==> src/rtl/alu_pkg.sv <==
// Shared ALU definitions: opcode encoding seen by the decoder, sequencer
// state encoding and instruction field layout.
package alu_pkg;

  // Opcodes carried in instr[7:5]
  localparam logic [2:0] OP_SUMA   = 3'h0;
  localparam logic [2:0] OP_COMPL  = 3'h1;
  localparam logic [2:0] OP_SHR    = 3'h2;
  localparam logic [2:0] OP_SHL    = 3'h3;
  localparam logic [2:0] OP_COMPC  = 3'h4;
  localparam logic [2:0] OP_COMPN  = 3'h5;
  localparam logic [2:0] OP_SAVE   = 3'h6;
  localparam logic [2:0] OP_LOAD   = 3'h7;

  // Instruction field positions
  localparam int INSTR_W = 8;
  localparam int OPC_MSB = 7;
  localparam int OPC_LSB = 5;
  localparam int OPR_W   = 5;

  // Watchdog limit (cycles in ISSUE without an acknowledge)
  localparam int WD_CNT_W = 4;
  localparam int WD_LIMIT = 15;

  typedef enum logic [2:0] {
    S_IDLE  = 3'd0,
    S_FETCH = 3'd1,
    S_LATCH = 3'd2,
    S_ISSUE = 3'd3,
    S_NEXT  = 3'd4
  } seq_state_e;

  function automatic logic [2:0] get_opc(input logic [INSTR_W-1:0] instr);
    return instr[OPC_MSB:OPC_LSB];
  endfunction

endpackage

==> src/rtl/alu_seq_watchdog.sv <==
// Cycle counter for the ISSUE wait. Cleared while i_clear is high, counts
// while i_en is high, flags o_expire on the LIMIT-th counted cycle.
module alu_seq_watchdog #(
  parameter int CNT_W = 4,
  parameter int LIMIT = 15
) (
  input  logic clk,
  input  logic rst_n,
  input  logic i_clear,
  input  logic i_en,
  output logic o_expire
);

  localparam logic [CNT_W-1:0] LAST = CNT_W'(LIMIT - 1);

  logic [CNT_W-1:0] r_cnt;

  // Count enabled cycles, saturating at the expiry value
  always_ff @(posedge clk) begin
    if (!rst_n)                     r_cnt <= '0;
    else if (i_clear)               r_cnt <= '0;
    else if (i_en && r_cnt != LAST) r_cnt <= r_cnt + 1'b1;
  end

  assign o_expire = i_en && (r_cnt == LAST);

endmodule

==> src/rtl/alu_sequencer.sv <==
// Instruction sequencer feeding the ALU opcode decoder. Fetches from a
// synchronous ROM, latches into ir, holds each op until alu_done, then
// advances pc until PROG_LEN instructions have run.
// Optional ISSUE watchdog with sticky error: define ALU_SEQ_TIMEOUT_EN.
module alu_sequencer
  import alu_pkg::*;
#(
  parameter int PC_W     = 8,
  parameter int PROG_LEN = 16
) (
  input  logic               clk,
  input  logic               rst_n,
  input  logic               start,
  input  logic               stop,
  output logic [PC_W-1:0]    imem_addr,
  input  logic [INSTR_W-1:0] imem_rdata,
  output logic [2:0]         address,
  output logic [OPR_W-1:0]   operand,
  output logic               op_valid,
  input  logic               alu_done,
  output logic               busy,
  output logic               run_done,
  output logic               error
);

  localparam logic [PC_W-1:0] LAST_PC = PC_W'(PROG_LEN - 1);

  seq_state_e         r_state, w_next;
  logic [PC_W-1:0]    r_pc;
  logic [INSTR_W-1:0] r_ir;
  logic               r_busy, r_run_done;
  logic               w_start, w_wd_expire;

  // stop outranks start in IDLE
  assign w_start = start && !stop;

`ifdef ALU_SEQ_TIMEOUT_EN
  logic r_error;

  alu_seq_watchdog #(.CNT_W(WD_CNT_W), .LIMIT(WD_LIMIT)) u_wd (
    .clk      (clk),
    .rst_n    (rst_n),
    .i_clear  (r_state != S_ISSUE),
    .i_en     (r_state == S_ISSUE),
    .o_expire (w_wd_expire)
  );

  // Sticky timeout flag, cleared by a fresh start
  always_ff @(posedge clk) begin
    if (!rst_n)
      r_error <= 1'b0;
    else if (r_state == S_IDLE && w_start)
      r_error <= 1'b0;
    else if (r_state == S_ISSUE && w_wd_expire && !alu_done && !stop)
      r_error <= 1'b1;
  end

  assign error = r_error;
`else
  assign w_wd_expire = 1'b0;
  assign error       = 1'b0;
`endif

  // Next-state logic; stop forces IDLE from any active state
  always_comb begin
    w_next = r_state;
    case (r_state)
      S_IDLE:  if (w_start) w_next = S_FETCH;
      S_FETCH: w_next = S_LATCH;
      S_LATCH: w_next = S_ISSUE;
      S_ISSUE: begin
        if (alu_done)         w_next = S_NEXT;
        else if (w_wd_expire) w_next = S_IDLE;
      end
      S_NEXT:  w_next = (r_pc == LAST_PC) ? S_IDLE : S_FETCH;
      default: w_next = S_IDLE;
    endcase
    if (stop && r_state != S_IDLE) w_next = S_IDLE;
  end

  // State, pc, ir and registered status outputs
  always_ff @(posedge clk) begin
    if (!rst_n) begin
      r_state    <= S_IDLE;
      r_pc       <= '0;
      r_ir       <= '0;
      r_busy     <= 1'b0;
      r_run_done <= 1'b0;
    end else begin
      r_state    <= w_next;
      r_busy     <= (w_next != S_IDLE);
      // high for exactly the NEXT cycle of the final instruction
      r_run_done <= (w_next == S_NEXT) && (r_pc == LAST_PC);
      // every path back to IDLE rewinds pc, so a new run starts at 0
      if (w_next == S_IDLE || r_state == S_IDLE) r_pc <= '0;
      else if (r_state == S_NEXT)                r_pc <= r_pc + 1'b1;
      // ROM data is valid in LATCH; an aborted latch keeps the old ir
      if (r_state == S_LATCH && w_next == S_ISSUE) r_ir <= imem_rdata;
    end
  end

  assign imem_addr = r_pc;
  assign address   = get_opc(r_ir);
  assign operand   = r_ir[OPR_W-1:0];
  assign op_valid  = (r_state == S_ISSUE);
  assign busy      = r_busy;
  assign run_done  = r_run_done;

endmodule
==> config.mk <==
export PLATFORM = sky130hd
export DESIGN_NAME = alu_sequencer
export DESIGN_NICKNAME = d
export VERILOG_FILES = /design/src/rtl/alu_pkg.sv /design/src/rtl/alu_seq_watchdog.sv /design/src/rtl/alu_sequencer.sv
export SDC_FILE = /design/constraint.sdc
export NUM_CORES = 1
export LEC_CHECK = 0
export ABC_AREA = 1
export CAP_MARGIN = 40
export CORE_MARGIN = 1
export CORE_UTILIZATION = 53
export DETAILED_ROUTE_END_ITERATION = 10
export DONT_BUFFER_PORTS = 1
export PLACE_DENSITY = 0.79
export SYNTH_ARGS = -nofsm -noshare
export SYNTH_HDL_FRONTEND = slang
export SYNTH_SLANG_ARGS = --single-unit
export TNS_END_PERCENT = 1
==> constraint.sdc <==
create_clock -name clk -period 1.15 [get_ports clk]
set_input_delay 0.23 -clock clk [delete_from_list [all_inputs] [get_ports clk]]
set_output_delay 0.23 -clock clk [all_outputs]
set_load 0.01 [all_outputs]
==> reports/metrics.cfg <==
[pwr]
peakVddDrop_v=0.0007137
p_leak_nw=0.5660
power_mw=1.232
p_per_area_nw_per_um2=938.6

[die]
dieWidth_um=44.39
core_um2=1594
io_pins=33
die_area_um2=1970
start_util_pct=59.73
die_y_um=44.39
std_cell_rows=14

[yosys]
syn-cell-area_um2=952.2
syn_inst=128
syn_avg_cell_area_um2=7.439
synth_area_leader_cell=dfxtp_1
ys_warn_count=0
synth_top_cell_area_share_pct=44.15
yosys.area_share.xor_xnor_pct=4.599
ys_top_cells_by_area=dfxtp_1 (44%), inv_1 (9.1%), nand2_1 (6.3%), nor2_1 (5.9%), a21oi_1 (5.3%)
synth-adder-area-share_pct=1.314
synth_nets=142
ys_seq_elements=21
ys_types=22
synth_simple_gate_area_share_pct=27.07
synthMuxAreaShare_pct=0
ys_seq_area_share_pct=44.15
synth_top_family_by_area=simple AND/OR/NAND/NOR gates
synth-compound-area-share_pct=10.91

[grt]
grt_start_max_net_pins=17
grt_overflow=0
grt_pass1_vias=912
grt_pass1_wl_um=3601
antenna_found_initial=0
grt_use_total_pct=25.19

[clock_network]
numCtsBuffers=3
path_clk_slew_ps=120
clk_latency_ps=310
cts_tree=built
cts-htree-levels=1
root_buffer=clkbuf_4
cts_buffer_depth=2
clock_sinks=21

[outcome]
violations=setup timing
status=finished with violations

[placed_design]
place_hpwl_um=1593
gp_congestion=0.7846
dpl_cell_area_um2=1217
port_buffers=0

[cells_and_area]
finalInstanceArea_um2=1313
num-nets-final=176
n_antenna_cell=0
post-route-util_pct=82.34
area_growth_pct=37.85
drive_above_1_share_pct=38.51
fillers=94

[worst_setup_path]
cpPeakStageDelay_ps=390
r2r_start=r_state[1]
reg2reg_to=r_state[0]
cp_max_fo=4
cp_slowest_cell=dfxtp_4
startpoint_type=register
rrSetupSlack_ps=-220
crit_start=r_state[1]
endpoint_kind=register
path_buf_inv=3
cp_cell_sequence=nor2_4, nand2_2, nor2_1, nor2_1, nand2_1, nand3_2, buf_4, buf_4, inv_1
crit_type=register to register
critPathTopFamily=simple AND/OR/NAND/NOR gates
arrival_ps=1630
cp.required_ps=1420
ff2ff_path_depth=9

[sta]
finalCritPeriodShare_pct=118.8
hold_viol=0
finalSetupViolCount=11
rsz0062_at_grt=true
hold_ws_ps=13.30
post-route-min-period_ps=1366
slew_violations=0
max_freq_ghz=0.7319
skew_ps=4.195
worst_slack_ps=-216.4

[routing]
drt-wirelength-per-cell_um=12.21
dr_total_vias=940
drt-initial-drc-count=17
wl_um=2259
final_antenna_net_count=0
firstDrtPassIters=4
vias_per_cell=5.081
drc_errors=0

[hold_path]
hp-class=primary input to register
hold_end=r_ir[2]
hold_depth=2
holdCritStartpoint=rst_n

[flow_run]
cap_violations=0

[metrics by stage]
stage	setup TNS [ps]	cells	setup WS [ps]
after global routing	-2511	185	-256.4
final	-1706	185	-216.4
after detailed placement	-1195	178	-151.6
after global placement	-788.9	178	-127.1
after CTS	-1157	184	-167.5
after floorplan	-22.23	128	-7.772
[cells in the final DEF, fill, tap and decap left out, drive strengths merged]
master  Yosys  layout
buf         3      32
inv        24      25
dfxtp      21      21
nand2      20      20
nor2       18      18
a21oi      10      10
o21ai      10      10
nand3       9       9
xor2        4       4
nor3        4       4
clkbuf      0       3
nand4       2       2
xnor2       1       1
ha          1       1
conb        1       1
[layer usage]
layer	vias up	GRT usage, %	share of wire (%)
met5	-	0	0
met1	437	27.16	41
met2	36	45.59	52
li1	463	-	-
met3	4	5.714	5.8
met4	0	12.73	1.7
[final cells by class]
class	count	area [µm²]	area share [%]
tap	24	30.03	2.288
clock inverter	1	6.256	0.4766
timing repair buffer	32	247.7	18.88
multi-input combinational	80	478.0	36.42
inverter	24	90.09	6.864
sequential	21	437.9	33.37
clock buffer	3	22.52	1.716
[sequential cells by signal (all words and copies together) (netlist names)]
name and count:
imem_addr 8, r_ir 8, busy 1, r_state 3, run_done 1
[power breakdown]
part	leakage [nW]	switching (mW)	total, mW	internal [mW]
sequential	0.174	0.0143	0.746	0.732
combinational	0.374	0.0595	0.112	0.0523
clock	0.0183	0.239	0.374	0.135
[how the worst max path moves through the flow]
stage / endpoint / slack [ps] / cells after the start
4_1_cts: op_valid / -170 / 4
3_5_place_dp: imem_addr[2] / -150 / 9
6_report: r_state[0] / -220 / 9
5_1_grt: imem_addr[3] / -260 / 9
3_3_place_gp: imem_addr[1] / -130 / 9
2_1_floorplan: imem_addr[3] / -8 / 8
[cells in the mapped netlist, drive strengths merged]
master	n
a21oi	10
buf	3
conb	1
dfxtp	21
ha	1
inv	24
nand2	20
nand3	9
nand4	2
nor2	18
nor3	4
o21ai	10
xnor2	1
xor2	4
[logic make-up (layout without fill, tap and decap cells)]
group / after synthesis / in the layout
simple gates: 53 / 53
other cells: 1 / 1
flops: 21 / 21
xor+xnor: 5 / 5
fa+ha+maj: 1 / 1
compound gates: 20 / 20
buf+inv: 27 / 60
[what timing repair did]
| item | 4_1_cts | 5_1_grt |
|---|---|---|
| endpoints found under the setup margin | 19 | 20 |
| hold buffers | 0 | 0 |
| cloned | 0 | 0 |
| hold endpoints to repair | 0 | 0 |
| setup buffers | 3 | 1 |
| gates resized for setup | 8 | 15 |
| pin swaps | 4 | 2 |
(Power assumes the default switching activity.)
